--- config.mk ---
export PLATFORM = sky130hd
export DESIGN_NAME = axis_ad7763_emu
export DESIGN_NICKNAME = d
export VERILOG_FILES = /design/src/rtl/ad7763_pkg.sv /design/src/rtl/ad7763_sco_gen.sv /design/src/rtl/axis_ad7763_emu.sv
export SDC_FILE = /design/constraint.sdc
export NUM_CORES = 1
export LEC_CHECK = 0
export BUFFER_PORTS_ARGS = -buffer_cell sky130_fd_sc_hd__buf_2
export CELL_PAD_IN_SITES_DETAIL_PLACEMENT = 1
export CELL_PAD_IN_SITES_GLOBAL_PLACEMENT = 2
export CORE_MARGIN = 5
export CORE_UTILIZATION = 30
export DETAILED_ROUTE_END_ITERATION = 16
export HOLD_SLACK_MARGIN = 0.08
export PLACE_DENSITY = 0.72
export SLEW_MARGIN = 10
export SYNTH_ARGS = -nofsm -noshare
export SYNTH_HDL_FRONTEND = slang
export SYNTH_SLANG_ARGS = --single-unit
--- constraint.sdc ---
create_clock -name aclk -period 2.5 [get_ports aclk]
set_input_delay 0.125 -clock aclk [delete_from_list [all_inputs] [get_ports aclk]]
set_output_delay 0.125 -clock aclk [all_outputs]
set_load 0.02 [all_outputs]
--- src/rtl/ad7763_pkg.sv ---
// rtl/ad7763_pkg.sv - AD7763 serial frame constants and TX state type, shared with the receiver core
package ad7763_pkg;

  localparam int FRAME_BITS  = 33;
  localparam int DATA_BITS   = 24;
  localparam int STATUS_BITS = 7;
  localparam int CFG_BITS    = 32;

  typedef enum logic [1:0] {
    ST_IDLE,
    ST_FRAME,
    ST_GAP
  } tx_state_e;

endpackage

--- src/rtl/ad7763_sco_gen.sv ---
// rtl/ad7763_sco_gen.sv - SCO divider; rise_en/fall_en flag the cycle whose edge moves adc_sco
module ad7763_sco_gen #(
  parameter int CLK_DIV = 2
) (
  input  logic aclk,
  input  logic aresetn,
  output logic sco,
  output logic rise_en,
  output logic fall_en
);

  localparam logic [15:0] DIV_LAST = 16'(CLK_DIV - 1);

  logic [15:0] div_q, div_d;
  logic        sco_q, sco_d;
  logic        wrap;

  always_comb begin
    wrap  = (div_q == DIV_LAST);
    div_d = wrap ? '0 : div_q + 16'd1;
    sco_d = wrap ? ~sco_q : sco_q;
  end

  always_ff @(posedge aclk or negedge aresetn) begin
    if (!aresetn) begin
      div_q <= '0;
      sco_q <= 1'b0;
    end else begin
      div_q <= div_d;
      sco_q <= sco_d;
    end
  end

  assign sco     = sco_q;
  assign rise_en = wrap & ~sco_q;
  assign fall_en = wrap & sco_q;

endmodule

--- src/rtl/axis_ad7763_emu.sv ---
// rtl/axis_ad7763_emu.sv - AD7763 serial-output emulator fed from AXI-Stream, with FSI/SDI register capture
module axis_ad7763_emu
  import ad7763_pkg::*;
#(
  parameter int CLK_DIV   = 2,
  parameter int FRAME_GAP = 0
) (
  input  logic                   aclk,
  input  logic                   aresetn,
  input  logic                   enable,
  input  logic [STATUS_BITS-1:0] status,
  input  logic [DATA_BITS-1:0]   s_axis_tdata,
  input  logic                   s_axis_tvalid,
  output logic                   s_axis_tready,
  output logic                   adc_sco,
  output logic                   adc_fson,
  output logic                   adc_sdo,
  output logic                   adc_sdo_t,
  input  logic                   adc_fsin,
  input  logic                   adc_sdi,
  output logic [15:0]            cfg_addr,
  output logic [15:0]            cfg_data,
  output logic                   cfg_valid,
  output logic                   underrun
);

  localparam int          SHIFT_BITS = DATA_BITS + STATUS_BITS;
  localparam logic [5:0]  P_LAST     = 6'(FRAME_BITS - 1);
  localparam logic [5:0]  RX_LAST    = 6'(CFG_BITS - 1);
  localparam logic [15:0] GAP_LAST   = 16'(FRAME_GAP - 1);

  logic rise_en, fall_en;

  ad7763_sco_gen #(.CLK_DIV(CLK_DIV)) u_sco_gen (
    .aclk    (aclk),
    .aresetn (aresetn),
    .sco     (adc_sco),
    .rise_en (rise_en),
    .fall_en (fall_en)
  );

  tx_state_e             state_q, state_d;
  logic [5:0]            p_q, p_d, p_next;
  logic [15:0]           gap_q, gap_d;
  logic [SHIFT_BITS-1:0] shift_q, shift_d;
  logic [DATA_BITS-1:0]  last_q, last_d, hold_q, hold_d;
  logic                  hold_full_q, hold_full_d, tready_q, tready_d;
  logic                  fson_q, fson_d, sdo_q, sdo_d, sdo_t_q, sdo_t_d;
  logic                  underrun_q, underrun_d;
  logic                  start, go_idle, xfer;

  logic                  rx_active_q, rx_active_d;
  logic [5:0]            rx_cnt_q, rx_cnt_d;
  logic [CFG_BITS-2:0]   rx_sr_q, rx_sr_d;
  logic [CFG_BITS-1:0]   rx_word;
  logic [15:0]           cfg_addr_q, cfg_addr_d, cfg_data_q, cfg_data_d;
  logic                  cfg_valid_q, cfg_valid_d;

  always_comb begin
    state_d     = state_q;
    p_d         = p_q;
    gap_d       = gap_q;
    shift_d     = shift_q;
    last_d      = last_q;
    hold_d      = hold_q;
    hold_full_d = hold_full_q;
    fson_d      = fson_q;
    sdo_d       = sdo_q;
    sdo_t_d     = sdo_t_q;
    underrun_d  = 1'b0;
    start       = 1'b0;
    go_idle     = 1'b0;
    p_next      = p_q + 6'd1;
    xfer        = s_axis_tvalid & tready_q;

    if (fall_en) begin
      case (state_q)
        ST_IDLE: start = enable;
        ST_FRAME: begin
          if (p_q == P_LAST) begin
            if (FRAME_GAP == 0) begin
              start   = enable;
              go_idle = !enable;
            end else begin
              state_d = ST_GAP;
              gap_d   = '0;
              fson_d  = 1'b1;
              sdo_d   = 1'b0;
              sdo_t_d = 1'b1;
            end
          end else begin
            p_d    = p_next;
            fson_d = 1'b1;
            if (p_next == P_LAST) begin
              sdo_d   = 1'b0;
              sdo_t_d = 1'b1;
            end else begin
              // sample bits then status bits leave MSB first from one shifter
              sdo_d   = shift_q[SHIFT_BITS-1];
              sdo_t_d = 1'b0;
              shift_d = {shift_q[SHIFT_BITS-2:0], 1'b0};
            end
          end
        end
        ST_GAP: begin
          if (gap_q == GAP_LAST) begin
            start   = enable;
            go_idle = !enable;
          end else begin
            gap_d = gap_q + 16'd1;
          end
        end
        default: go_idle = 1'b1;
      endcase
    end

    if (go_idle) begin
      state_d = ST_IDLE;
      fson_d  = 1'b1;
      sdo_d   = 1'b0;
      sdo_t_d = 1'b1;
    end

    if (start) begin
      state_d = ST_FRAME;
      p_d     = '0;
      fson_d  = 1'b0;
      sdo_d   = 1'b0;
      sdo_t_d = 1'b0;
      if (hold_full_q) begin
        shift_d     = {hold_q, status};
        last_d      = hold_q;
        hold_full_d = 1'b0;
      end else begin
        shift_d    = {last_q, status};
        underrun_d = 1'b1;
      end
    end

    // a transfer seen alongside an empty-hold load lands here, after the load
    if (xfer) begin
      hold_d      = s_axis_tdata;
      hold_full_d = 1'b1;
    end
    tready_d = !hold_full_d;
  end

  always_comb begin
    rx_active_d = rx_active_q;
    rx_cnt_d    = rx_cnt_q;
    rx_sr_d     = rx_sr_q;
    cfg_addr_d  = cfg_addr_q;
    cfg_data_d  = cfg_data_q;
    cfg_valid_d = 1'b0;
    rx_word     = {rx_sr_q, adc_sdi};

    if (rise_en) begin
      if (!adc_fsin) begin
        rx_active_d = 1'b1;
        rx_cnt_d    = '0;
      end else if (rx_active_q) begin
        rx_sr_d  = rx_word[CFG_BITS-2:0];
        rx_cnt_d = rx_cnt_q + 6'd1;
        if (rx_cnt_q == RX_LAST) begin
          rx_active_d = 1'b0;
          cfg_addr_d  = rx_word[CFG_BITS-1 -: 16];
          cfg_data_d  = rx_word[15:0];
          cfg_valid_d = 1'b1;
        end
      end
    end
  end

  always_ff @(posedge aclk or negedge aresetn) begin
    if (!aresetn) begin
      state_q     <= ST_IDLE;
      p_q         <= '0;
      gap_q       <= '0;
      shift_q     <= '0;
      last_q      <= '0;
      hold_q      <= '0;
      hold_full_q <= 1'b0;
      tready_q    <= 1'b0;
      fson_q      <= 1'b1;
      sdo_q       <= 1'b0;
      sdo_t_q     <= 1'b1;
      underrun_q  <= 1'b0;
      rx_active_q <= 1'b0;
      rx_cnt_q    <= '0;
      rx_sr_q     <= '0;
      cfg_addr_q  <= '0;
      cfg_data_q  <= '0;
      cfg_valid_q <= 1'b0;
    end else begin
      state_q     <= state_d;
      p_q         <= p_d;
      gap_q       <= gap_d;
      shift_q     <= shift_d;
      last_q      <= last_d;
      hold_q      <= hold_d;
      hold_full_q <= hold_full_d;
      tready_q    <= tready_d;
      fson_q      <= fson_d;
      sdo_q       <= sdo_d;
      sdo_t_q     <= sdo_t_d;
      underrun_q  <= underrun_d;
      rx_active_q <= rx_active_d;
      rx_cnt_q    <= rx_cnt_d;
      rx_sr_q     <= rx_sr_d;
      cfg_addr_q  <= cfg_addr_d;
      cfg_data_q  <= cfg_data_d;
      cfg_valid_q <= cfg_valid_d;
    end
  end

  assign s_axis_tready = tready_q;
  assign adc_fson      = fson_q;
  assign adc_sdo       = sdo_q;
  assign adc_sdo_t     = sdo_t_q;
  assign underrun      = underrun_q;
  assign cfg_addr      = cfg_addr_q;
  assign cfg_data      = cfg_data_q;
  assign cfg_valid     = cfg_valid_q;

endmodule

== Word level (Yosys, flattened, before mapping) ==
Index checks and enable logic that the tools add are counted.

* $add $sub $neg: 4
* Reduce and logical (&&, ||, !) cells: 16
* Equality and inequality tests: 11
* Multiplexer cells: 51
* Bitwise operators: 5

{| class="wikitable"
|+ Operators with widths
! cell !! count
|-
| $mux 31 || 6
|-
| $mux 6 || 6
|-
| $mux 1 || 34
|-
| $add 16x1->16 const B || 2
|-
| $eq 16x1->1 const B || 1
|-
| $eq 16x16->1 const B || 1
|-
| $mux 16 || 1
|-
| $add 6x1->6 const B || 2
|-
| $eq 6x6->1 const B || 2
|-
| $reduce_and 3->1 || 4
|-
| $reduce_and 4->1 || 2
|-
| $eq 6x5->1 const B || 1
|-
| $pmux 1 s3 || 2
|-
| $reduce_bool 2->1 || 3
|-
| $reduce_bool 3->1 || 2
|-
| $mux 2 || 2
|-
| $ne 2x2->1 const B || 2
|-
| $reduce_and 2->1 || 2
|-
| $and 1x1->1 || 3
|-
| $ne 3x3->1 const B || 1
|-
| $eq 2x1->1 const B || 1
|-
| $eq 2x2->1 const B || 1
|-
| $logic_not 1->1 || 2
|-
| $logic_not 2->1 || 1
|-
| other kinds (2) || 3
|}

* Flip-flop bits (word level): 197
* Word-level logic and storage cells: 107
* Input port bits: 37
* Output and inout bits: 39

== Longest topological paths before layout ==
Gate-level depths: netlist of run 1.

* Depth in word-level cells: 8
* Gate-level depth with buffers: 9
* Gate-level depth less buffers: 6

== Modules after synthesis ==
From an unflattened synthesis of run 1, not the netlist that was laid out.

* Cell total of the unflattened synthesis: 551
* Area, all modules: 7673.6 µm²

{| class="wikitable"
|+ By module, submodules not included
! module !! cells an instance !! sequential area each (µm²) !! times used !! area an instance (µm²)
|-
| axis_ad7763_emu || 478 || 4081.4 || 1 || 6854.1
|-
| ad7763_sco_gen || 73 || 425.4 || 1 || 819.5
|}

== Worst setup path before layout of run 1 ==
No wires, ideal clock.

* Path type: register to register
* Start point: register u_sco_gen.div_q[1]
* End point: register cfg_addr_q[0] (netlist: cfg_addr[0])
* Clock period less this slack: 2115 ps
* Stages on the path, launching flop included: 8
* Arrival time: 1991 ps
* Library setup time: 125 ps
* Required time: 2375 ps
* Buffers on the path: 1
* Slack: 385 ps
* Cell sequence: dfrtp_1 > inv_1 > ha_1 > nor4b_4 > nand4_1 > nor4_4 > buf_6 > mux2_2

* Longest elaborated chain between the ends: 3

{| class="wikitable"
|+ RTL lines
! element !! RTL line !! RTL
|-
| start: declaration || ad7763_sco_gen.sv:14 || <nowiki>logic [15:0] div_q, div_d;</nowiki>
|-
| start signal: assignment || ad7763_sco_gen.sv:29 || <nowiki>div_q <= div_d;</nowiki>
|-
| $eq 16x1->1 || ad7763_sco_gen.sv:19 || <nowiki>wrap = (div_q == DIV_LAST);</nowiki>
|-
| $and 1x1->1 || ad7763_sco_gen.sv:35 || <nowiki>assign rise_en = wrap & ~sco_q;</nowiki>
|-
| $reduce_and 4->1 (no source line) || -- ||
|-
| end signal: assignment || axis_ad7763_emu.sv:210 || <nowiki>cfg_addr_q <= cfg_addr_d;</nowiki>
|-
| end: declaration || axis_ad7763_emu.sv:56 || <nowiki>logic [15:0] cfg_addr_q, cfg_addr_d, cfg_data_q, cfg_data_d;</nowiki>
|}

Every way passes these cells.
A chain may end at the register's enable or synchronous reset.

== Worst setup path in the final report of run 1 ==
* Start point: register u_sco_gen.div_q[1]
* End point: register cfg_addr_q[13] (netlist: cfg_addr[13])

The elaborated chain is that of the path after synthesis.

==> results.md, run 1 <==
* Status: finished, final reports clean
* Initial antenna violation count at 0
* # rows at 59
* Synth Area in XOR/XNOR at 0.01649
* Fin crit period at 2254 ps
* R2R Path End: cfg_addr[13]
* 1st-pass router iterations at 4
* Initial Utilization at 0.3048
* R2R cell count at 7
* Post-DP HPWL at approximately 12 mm
* Placed inst area at 8831 sq um
* Final antenna diode count at 0
* Crit path max fanout at 32
* Finished Cell Area at ~9700 sq um
* Logic pwr share at 0.077
* Setup ws final at between 200 and 250 ps
* Hold_ws at about 120 ps
* Pwr/cell area at between 600 and 700 nW/um^2
* Syn Area/Cell at 13.32 sq um
* Cell total after placement at 997
* Number of synthesized flops with an enable pin at 0
* Worst EP required at ~2800 ps
* CTS buffer count at 17
* Layout Utilization at 0.3725
* Layout cells sized above 1 at 0.3472
* Fin crit share at 0.9015
* PortBufs at 75
* Drt wl/cell at approximately 17 um
* Post-synthesis compound-gate area fraction at 0.06958
* I/O pin total at 76
* Worst hold path type: in2reg
* Global Route Usage Sum at 0.1216
* Largest family of logic cells by synthesized area: multiplexers
* Synth Area in Adders at 0.007853
* Total Power at around 6.4 mW
* Multiplexer share of the synthesized area at 0.2295
* First-pass GRT wire length at 30.36 mm
* Commonest cells post-synth: dfrtp_1, mux2_2, mux2i_1
* Post-CTS Resized at 0
* Final Hold Fails at 0
* Leak at roughly 4.7 nW
* Vias per cell at slightly below 5
* Die height at approximately 170 um
* Vias in the first global route at between 5,000 and 6,000
* Worst Setup End Kind: flop
* Count leader, synth: dfrtp_1
* Worst slack, placed at roughly 250 ps
* Syn Nets at 640
* Startpoint class of the critical path: flop
* Share of the synthesized area in the top cell type at 0.5591
* Crit Path Category: reg2reg
* Max transition margin at 0.5631
* Clock Skews at 15.26 ps
* CP arrival at between 2000 and 3000 ps
* # clock sinks at 180
* Synth area leader: dfrtp_1
* Top_reg_cell synth: dfrtp_1
* Max VDD drop at 0.0004050 V
* Largest net degree at the start of global routing at 67
* Synth-to-Final Area Change at 22.21%
* Min-delay src: status[4]
* Synth unique cells at around 50
* Fmax at between 400 and 500 MHz
* Slew @ Worst Pin at ~660 ps
* Final setup vio count at 0
* CTS tree: done
* Post-synthesis sequential area ratio at 0.5657
* Setup TNS at 0 ps
* Later-pin clock latency in the skew report at 430 ps
* Async set-reset flop share out of synthesis at 1.000
* CTS Buffer Depth at 2
* # DRC at 0
* Clk pwr share at 0.429
* Net Sw Power at 1.671 mW
* Mapped Cells at around 600
* Remaining antenna violation count at 0
* Post-Synth Simple-Gate Area at 0.08607
* Grt ovf at 0
* Clock root buffer: clkbuf_16
* Fin cells at 1,058
* Max-slew violations at 0
* Pint at 4.772 mW
* Ys Warns at 0
* Top cells by area, synth: dfrtp_1, mux2_2, mux2i_1
* R2R Setup Slk at between 200 and 250 ps
* Worst-path clk slew at 80 ps
* Routed wire length at 17.65 mm
* RSZ-0062 raised after global routing: no
* Total of max-cap violations at 0
* Die area at roughly 30,000 sq um
* Vias at slightly above 5,000
* Reg2reg start: u_sco_gen.div_q[1]
* Mapped Area at 7966 sq um
* Hold Crit Depth at 4
* Sw Share at 0.2593
* DRT iter0 DRCs at ~130
* Hold Path Sink: shift_q[4]
* Max H-tree Level at 4
* FF+latch count, synth at 180
* Final nets at around 750
* Gpl congestion at roughly 0.75
* Sequential fraction of design power at 0.494
* Core ar. at ~26,000 sq um
* Die X-Extent at approximately 170 um
-- cell usage in the layout, fill, tap and decap left out, types with 7 or more instances in the layout --
cell             n
buf_2           74
dfrtp_1        178
buf_4           14
clkbuf_16       17
mux2_2         110
mux2i_1         51
nand2_1         16
nand3_1         14
nand2b_1        11
mux2_1           7
nand4_1         12
dlygate4sd3_1   29
inv_1            8
xnor2_1         10
nor2_1          35
o22a_1           7
o2bb2ai_1       26
o21ai_0         17
-- critical path, stage by stage, from the launching register on --
cell and delay, ps:
dfrtp_1 420, inv_1 70, ha_1 130, nor4b_4 230, nand4_1 270, nor4_4 380
buf_12 250, mux2_2 360
-- cell type report --
cell class,count,area (sq um)
clock inverter,15,188.9
sequential,180,4507
multi-input combinational,379,3268
fill,2793,16400
inverter,8,30.03
timing repair buffer,124,897.1
tap,335,419.2
clock buffer,17,425.4
-- flip-flops by register name, indices dropped and copies added, names as in the netlist, 6 cells and up --
register,flops
rx_sr_q,31
shift_q,31
hold_q,24
last_q,24
cfg_addr,16
cfg_data,16
u_sco_gen.div_q,16
p_q,6
rx_cnt_q,6
-- cell families (layout without fill, tap and decap cells) --
group / count (synthesis) / in the layout
and+or+nand+nor: 120 / 120
muxes: 168 / 168
DFF: 180 / 180
buffers and inverters: 39 / 164
AOI/OAI and AO/OA: 71 / 71
xor gates and xnor gates: 15 / 15
adders and majority gates: 5 / 5
-- routing by layer --
| metal | up-vias | part of all wire | routed length [um] | global-route usage |
|---|---|---|---|---|
| met3 | 13 | 0.022 | 386 | 0.02489 |
| met1 | 2645 | 0.46 | 8035 | 0.1579 |
| met5 | - | 0 | 0 | 0 |
| met4 | 0 | 0.012 | 208 | 0.03193 |
| li1 | 2401 | - | - | - |
| met2 | 51 | 0.51 | 9018 | 0.2082 |
-- power groups by stage --
stage	Sequential (mW)	Combinational, mW	Clock, mW
3_5_place_dp	3.25	0.474	0
4_1_cts	3.19	0.513	2.85
6_report	3.19	0.496	2.76
2_1_floorplan	3.19	0.305	0
5_1_grt	3.21	0.557	2.98
3_3_place_gp	3.24	0.449	0
-- what timing repair did --
item | CTS | global route
setup endpoints to repair | 0 | 0
hold buffers | 29 | 0
setup buffers | 0 | 0
endpoints found under the hold margin | 95 | 0
-- how the worst max path moves through the flow --
stage                         from            to  slack (ps)  cells past startpoint
2_1_floorplan   u_sco_gen.div_q[1]   cfg_addr[0]         380                      7
3_3_place_gp    u_sco_gen.div_q[1]   cfg_data[2]         310                      7
3_5_place_dp    u_sco_gen.div_q[1]   cfg_data[4]         250                      7
4_1_cts         u_sco_gen.div_q[1]  cfg_addr[13]         220                      7
5_1_grt        u_sco_gen.div_q[11]  cfg_addr[13]         100                      5
6_report        u_sco_gen.div_q[1]  cfg_addr[13]         250                      7
(Power assumes the default switching activity.)
==> run 2: changes to the inputs <==
--- a/config.mk
+++ b/config.mk
@@ -5,6 +5,7 @@
 export SDC_FILE = /design/constraint.sdc
 export NUM_CORES = 1
 export LEC_CHECK = 0
+export ABC_AREA = 1
 export BUFFER_PORTS_ARGS = -buffer_cell sky130_fd_sc_hd__buf_2
 export CELL_PAD_IN_SITES_DETAIL_PLACEMENT = 1
 export CELL_PAD_IN_SITES_GLOBAL_PLACEMENT = 2
@@ -12,7 +13,7 @@
 export CORE_UTILIZATION = 30
 export DETAILED_ROUTE_END_ITERATION = 16
 export HOLD_SLACK_MARGIN = 0.08
-export PLACE_DENSITY = 0.72
+export PLACE_DENSITY = 0.78
 export SLEW_MARGIN = 10
 export SYNTH_ARGS = -nofsm -noshare
 export SYNTH_HDL_FRONTEND = slang
==> results.md, run 2 <==
* Slew @ Worst Pin at 631.6 ps (-23.78 ps)
* Fin crit share at 0.8743 (-0.02723)
* Clock root buffer: clkbuf_16
* Mapped Area at 8416 sq um (+5.6%)
* Mapped Cells at 938 (+57%)
* Layout cells sized above 1 at 0.1854 (-0.1618)
* Worst path cell trace: inv_1 > ha_1 > nand2_1 > inv_1 > nand3_1 > nand2_2 > nand2_4 > inv_2 > nand2_4 > inv_4 > nand2_4 > nand2_1 > o21ai_2
* R2R Setup Slk at 310 ps (+70 ps)
* Post-DP HPWL at 13.19 mm (+8.2%)
* Number of synthesized flops with an enable pin at 0 (unchanged)
* Syn Nets at 980 (+53%)
* Max-slew violations at 0 (unchanged)
* Commonest cells post-synth: nand2_1, dfrtp_1, inv_1
* Leak at 4.997 nW (+7.3%)
* Grt ovf at 0 (unchanged)
* Final nets at 1,081 (+44%)
* Syn Area/Cell at 8.972 sq um (-33%)
* Hold Path Sink: state_q[0]
* Max VDD drop at 0.0004863 V (+20%)
* Post-CTS Setup Bufs at 0 (unchanged)
* 1st-pass router iterations at 4 (unchanged)
* Crit path launch: p_q[0]
* Hold Crit Depth at 5 (+1)
* FF+latch count, synth at 180 (unchanged)
* Filler instances at 3,248 (+16%)
* Routed wire length at 20.25 mm (+15%)
* CTS Buffer Depth at 2 (unchanged)
* Worst path max stage delay at 470 ps (+50 ps)
* DRT iter0 DRCs at 276 (+110%)
* Share of the synthesized area in the top cell type at 0.5293 (-0.02984)
* Crit Path Category: reg2reg
* Multi-input gate area at 3229 sq um (-1.2%)
* Startpoint class of the critical path: flop
* CTS buffer count at 17 (unchanged)
* Die X-Extent at 177.5 um (+2.6%)
* Min-delay src: enable
* # DRC at 0 (unchanged)
* Fin crit period at 2186 ps (-68.08 ps)
* Initial antenna violation count at 0 (unchanged)
* Setup TNS at 0 ps (unchanged)
* Ys Warns at 0 (unchanged)
* First-pass GRT wire length at 35.17 mm (+16%)
* I/O pin total at 76 (unchanged)
* Biggest regs: rx_sr_q: 31 flops, shift_q: 31 flops
* Post-synthesis sequential area ratio at 0.5355 (-0.03020)
* # clock sinks at 180 (unchanged)
* Vias per cell at 4.529 (-6.2%)
* Final Hold Fails at 0 (unchanged)
* PortBufs at 75 (unchanged)
* # rows at 61 (+3.4%)
* Initial Utilization at 0.3038 (-0.001092)
* Top cells by area, synth: dfrtp_1, nand2_1, mux2_2
* Max transition margin at 0.5789 (+0.01585)
* Gpl congestion at 0.7609 (+1.7%)
* Max H-tree Level at 4 (unchanged)
* Pwr/cell area at 901.5 nW/um^2 (+36%)
* Later-pin clock latency in the skew report at 450 ps (+20 ps)
* Worst Setup End Kind: flop
* Drt wl/cell at 14.16 um (-15%)
* Status: finished, final reports clean
* Most common cell after layout, fill and taps aside: nand2_1
* Async set-reset flop share out of synthesis at 1.000 (unchanged)
* Reg2reg start: p_q[0]
* R2R Path End: last_q[2]
* Global Route Usage Sum at 0.1360 (+0.01440)
* R2R cell count at 13 (+6)
* CTS tree: done
* FF/Latch Area at 4507 sq um (unchanged)
* RSZ-0062 raised after global routing: no
* Buffers and inverters on the worst path at 4 (+2)
* Final setup vio count at 0 (unchanged)
* Most frequent cells in the layout: nand2_1, dfrtp_1, inv_1
* Core ar. at 27,710 sq um (+6.0%)
* Die height at 177.5 um (+2.6%)
* Synth-to-Final Area Change at 21.02%
* Crit-path leading delay family: simple AND/OR/NAND/NOR gates
* Synth unique cells at 37 (-24%)
* Largest net degree at the start of global routing at 65 (-3.0%)
* Remaining antenna violation count at 0 (unchanged)
* Top_reg_cell synth: dfrtp_1
* Vias at 6,476 (+27%)
* Worst EP required at 2810 ps (about the same)
* Vias in the first global route at 6,941 (+20%)
* Die area at 31,500 sq um (+5.3%)
* Count leader, synth: nand2_1
* Synth area leader: dfrtp_1
* Total of max-cap violations at 0 (unchanged)
* CP arrival at 2490 ps (-70 ps)
* Total Power at 9.182 mW (+42%)
* Hold_ws at 134.1 ps (+10.29 ps)
* Clock Skews at 27.37 ps (+12.11 ps)
* Worst-path clk slew at 80 ps (about the same)
* Crit path max-delay cell type: dfrtp_1
* Most frequent CP cell: nand2_4
* Fmax at 457.5 MHz (+3.1%)
* Crit path max fanout at 33 (+3.1%)
* Worst hold path type: in2reg
* Final antenna diode count at 0 (unchanged)
==> run 2: cell count changes after synthesis, moves of 51 or more <==
cell,delta
inv_1,+101
mux2_2,-71
mux2i_1,-51
nand2_1,+196
nand3_1,+52
o21ai_1,+55
==> run 2: area by class of cell <==
type	instances	share of cell area
Clock inverter	15	0.02371
Clock buffer	17	0.04177
Timing Repair Buffer	126	0.08735
Multi-Input combinational cell	603	0.3171
Sequential cell	180	0.4425
Tap cell	378	0.04644
Inverter	111	0.04115
==> run 2: worst reg2reg max path: stages, from the launching register on <==
cell and delay (ps):
dfrtp_1 470, inv_1 90, ha_1 170, nand2_1 60, inv_1 50, nand3_1 90, nand2_2 130, nand2_4 60
inv_2 70, nand2_4 100, inv_4 210, nand2_4 300, nand2_1 190, o21ai_2 70
==> run 2: repair_timing <==
item	4_1_cts	5_1_grt
gates resized for setup	0	0
endpoints found under the hold margin	95	0
hold buffers	34	0
setup endpoints to repair	0	0
==> run 2: power breakdown <==
part           leakage, nW  switching, mW  total [mW]  internal (mW)
combinational         2.37           1.13        2.13          0.992
clock                0.319           1.52        2.96           1.44
sequential            2.31          0.470        4.09           3.62
==> run 2: worst max-delay path by stage <==
stage                 to  cells after the start
5_1_grt        last_q[2]                     13
3_5_place_dp   last_q[1]                     13
3_3_place_gp   last_q[6]                     13
2_1_floorplan  last_q[3]                     14
4_1_cts        last_q[2]                     13
6_report       last_q[2]                     13
==> run 2: metal layers <==
metal | GRT usage | up-vias | part of all wire
met4 | 0.03029 | 0 | 0.0093
met2 | 0.2268 | 69 | 0.48
met1 | 0.1854 | 3198 | 0.48
li1 | - | 3194 | -
met5 | 0 | - | 0
met3 | 0.02450 | 15 | 0.030
==> run 2: per-stage QoR <==
step | setup slack (ps) | utilization | cells | area, sq um
2_1_floorplan | 768.4 | - | 938 | 8416
5_1_grt | 115.8 | 0.3676 | 1430 | 10180
3_5_place_dp | 298.3 | 0.3313 | 1364 | 9178
6_report | 314.3 | 0.3676 | 1430 | 10180
4_1_cts | 279.6 | 0.3676 | 1430 | 10180
3_3_place_gp | 388.9 | 0.3313 | 1364 | 9178
==> run 2: logic make-up after synthesis <==
logic type | Yosys count | share of synthesized area
AO/OA/AOI/OAI | 149 | 0.1020
multiplexers | 39 | 0.05219
flip-flops | 180 | 0.5355
AND/OR/NAND/NOR | 395 | 0.2065
XOR/XNOR | 15 | 0.01561
adder cells (fa/ha/maj) | 5 | 0.007434
buffers and inverters | 155 | 0.08073
==> run 3: changes to the inputs <==
--- a/config.mk
+++ b/config.mk
@@ -6,14 +6,14 @@
 export NUM_CORES = 1
 export LEC_CHECK = 0
 export ABC_AREA = 1
-export BUFFER_PORTS_ARGS = -buffer_cell sky130_fd_sc_hd__buf_2
 export CELL_PAD_IN_SITES_DETAIL_PLACEMENT = 1
 export CELL_PAD_IN_SITES_GLOBAL_PLACEMENT = 2
 export CORE_MARGIN = 5
 export CORE_UTILIZATION = 30
 export DETAILED_ROUTE_END_ITERATION = 16
+export DONT_BUFFER_PORTS = 1
 export HOLD_SLACK_MARGIN = 0.08
-export PLACE_DENSITY = 0.78
+export PLACE_DENSITY = 0.74
 export SLEW_MARGIN = 10
 export SYNTH_ARGS = -nofsm -noshare
 export SYNTH_HDL_FRONTEND = slang
==> results.md, run 3 (same netlist as run 2, synthesis figures left out) <==
* Worst hold path type: in2async
* Pwr/cell area at 915.0 nW/um^2 (+1.5%)
* Hold_ws at -619.4 ps (-753.5 ps)
* Max VDD drop at 0.0003283 V (-32%)
* Initial Utilization at 0.3038 (unchanged)
* PortBufs at 0 (-100%)
* Total Power at 8.919 mW (-2.9%)
* Most frequent cells in the layout: nand2_1, dfrtp_1, inv_1
* Failing checks: negative hold slack
* Status: finished, violations left
* Worst-path clk slew at 90 ps (about the same)
* Biggest regs: rx_sr_q: 31 flops, shift_q: 31 flops
* Die area at 31,500 sq um (unchanged)
* Vias per cell at 4.506 (-0.51%)
* Core ar. at 27,710 sq um (unchanged)
* Startpoint class of the critical path: flop
* Layout Utilization at 0.3518 (-0.01581)
* Gpl congestion at 0.7253 (-4.7%)
* Post-CTS Setup Bufs at 0 (unchanged)
* Multi-input gate area at 3238 sq um (+0.27%)
* Max transition margin at 0.5947 (+0.01577)
* Leak at 4.611 nW (-7.7%)
* Synth-to-Final Area Change at 15.82%
* Worst Setup End Kind: flop
* FF/Latch Area at 4507 sq um (unchanged)
* Crit path launch: p_q[1]
* 1st-pass router iterations at 4 (unchanged)
* Die X-Extent at 177.5 um (unchanged)
* Max H-tree Level at 4 (unchanged)
* Met2 wire length at 8.859 mm (-8.9%)
* Worst EP required at 2810 ps (about the same)
* Slew @ Worst Pin at 608.0 ps (-23.65 ps)
* Final nets at 1,005 (-7.0%)
* Worst path max stage delay at 420 ps (-50 ps)
* Metal3 WL at 696 um (+14%)
* Clock root buffer: clkbuf_16
* Final setup vio count at 0 (unchanged)
* Routed wire length at 19.66 mm (-2.9%)
* First-pass GRT wire length at 34.15 mm (-2.9%)
* Crit path max fanout at 33 (unchanged)
* Reg2reg start: p_q[1]
* RSZ-0062 raised after global routing: no
* CP arrival at 2470 ps (-20 ps)
* # clock sinks at 180 (unchanged)
* Filler instances at 3,180 (-2.1%)
* Crit Path Category: reg2reg
* CTS buffer count at 17 (unchanged)
* Initial antenna violation count at 1 (+1)
* Remaining antenna violation count at 0 (unchanged)
* R2R Setup Slk at 340 ps (+30 ps)
* CTS Hold Bufs at 34 (unchanged)
* Worst path cell trace: inv_1 > ha_1 > nand2_1 > inv_1 > nand3_1 > nand2_2 > nand2_4 > inv_2 > nand2_4 > inv_4 > nand2_8 > nand2_1 > o21ai_2
* Largest net degree at the start of global routing at 181 (+180%)
* DR top layer: met4
* Post-DP HPWL at 12.51 mm (-5.2%)
* # DRC at 0 (unchanged)
* Finished Cell Area at 9747 sq um (-4.3%)
* Placed inst area at 8773 sq um (-4.4%)
* CTS tree: done
* Vias in the first global route at 6,576 (-5.3%)
* Die height at 177.5 um (unchanged)
* Vias at 6,105 (-5.7%)
* Total of max-cap violations at 0 (unchanged)
* Drt wl/cell at 14.51 um (+2.5%)
* Crit path max-delay cell type: dfrtp_1
* Fin crit share at 0.8639 (-0.01035)
* Global Route Usage Sum at 0.1324 (-0.003661)
* # rows at 61 (unchanged)
* Setup TNS at 0 ps (unchanged)
* Later-pin clock latency in the skew report at 430 ps (-20 ps)
* Fmax at 463.0 MHz (+1.2%)
* Grt ovf at 0 (unchanged)
* Clock Skews at 15.04 ps (-12.33 ps)
* DRT iter0 DRCs at 295 (+6.9%)
* CTS Buffer Depth at 2 (unchanged)
* Final Hold Fails at 180 (+180)
* Fin crit period at 2160 ps (-25.87 ps)
* Metal1 wirelength at 9.962 mm (+2.4%)
* I/O pin total at 76 (unchanged)
* Layout cells sized above 1 at 0.1219 (-0.06343)
* Most common cell after layout, fill and taps aside: nand2_1
* Max-slew violations at 0 (unchanged)
[run 3: critical path: cells and delay by family, from the launching register on]
family                     cells  cell delay (ps)
buffers and inverters          4              540
and+or+nand+nor                7              860
AOI/OAI and AO/OA              1               60
adders and majority gates      1              170
DFF                            1              420
[run 3: power breakdown]
part,switching (mW),internal [mW],total (mW)
combinational,1.05,0.968,2.01
sequential,0.493,3.63,4.12
clock,1.40,1.38,2.79
[run 3: metal layers]
metal  up-vias  global-route usage
li1       3049                   -
met1      2989              0.1842
met2        61              0.2076
met3         6             0.03366
met4         0             0.03190
met5         -                   0
[run 3: timing repair]
action | CTS | global route
endpoints found under the hold margin | 225 | 180
endpoints found under the setup margin | 0 | 10
resized for setup | 0 | 1
[run 3: area by class of cell]
cell class | count | share of cell area
multi-input combinational | 603 | 0.3322
antenna | 1 | 0.0002567
timing repair buffer | 50 | 0.04981
inverter | 111 | 0.04300
clock buffer | 17 | 0.04365
clock inverter | 15 | 0.02015
tap | 378 | 0.04852
sequential | 180 | 0.4624
[run 3: through the flow]
| stage | setup slack [ps] | std cells |
|---|---|---|
| after global routing | 85.28 | 1355 |
| after detailed placement | 183.7 | 1288 |
| after CTS | 176.5 | 1354 |
| after floorplan | 768.4 | 938 |
| after global placement | 262.6 | 1288 |
| final | 340.1 | 1355 |
[run 3: worst paths after layout]
kind,cells after the start,end
setup / recovery,13,last_q[4]
hold / removal,0,rx_sr_q[7]
setup reg to reg,13,last_q[4]
hold reg to reg,2,last_q[23]
max in group asynchronous,0,adc_fson
min in group aclk,3,rx_sr_q[29]
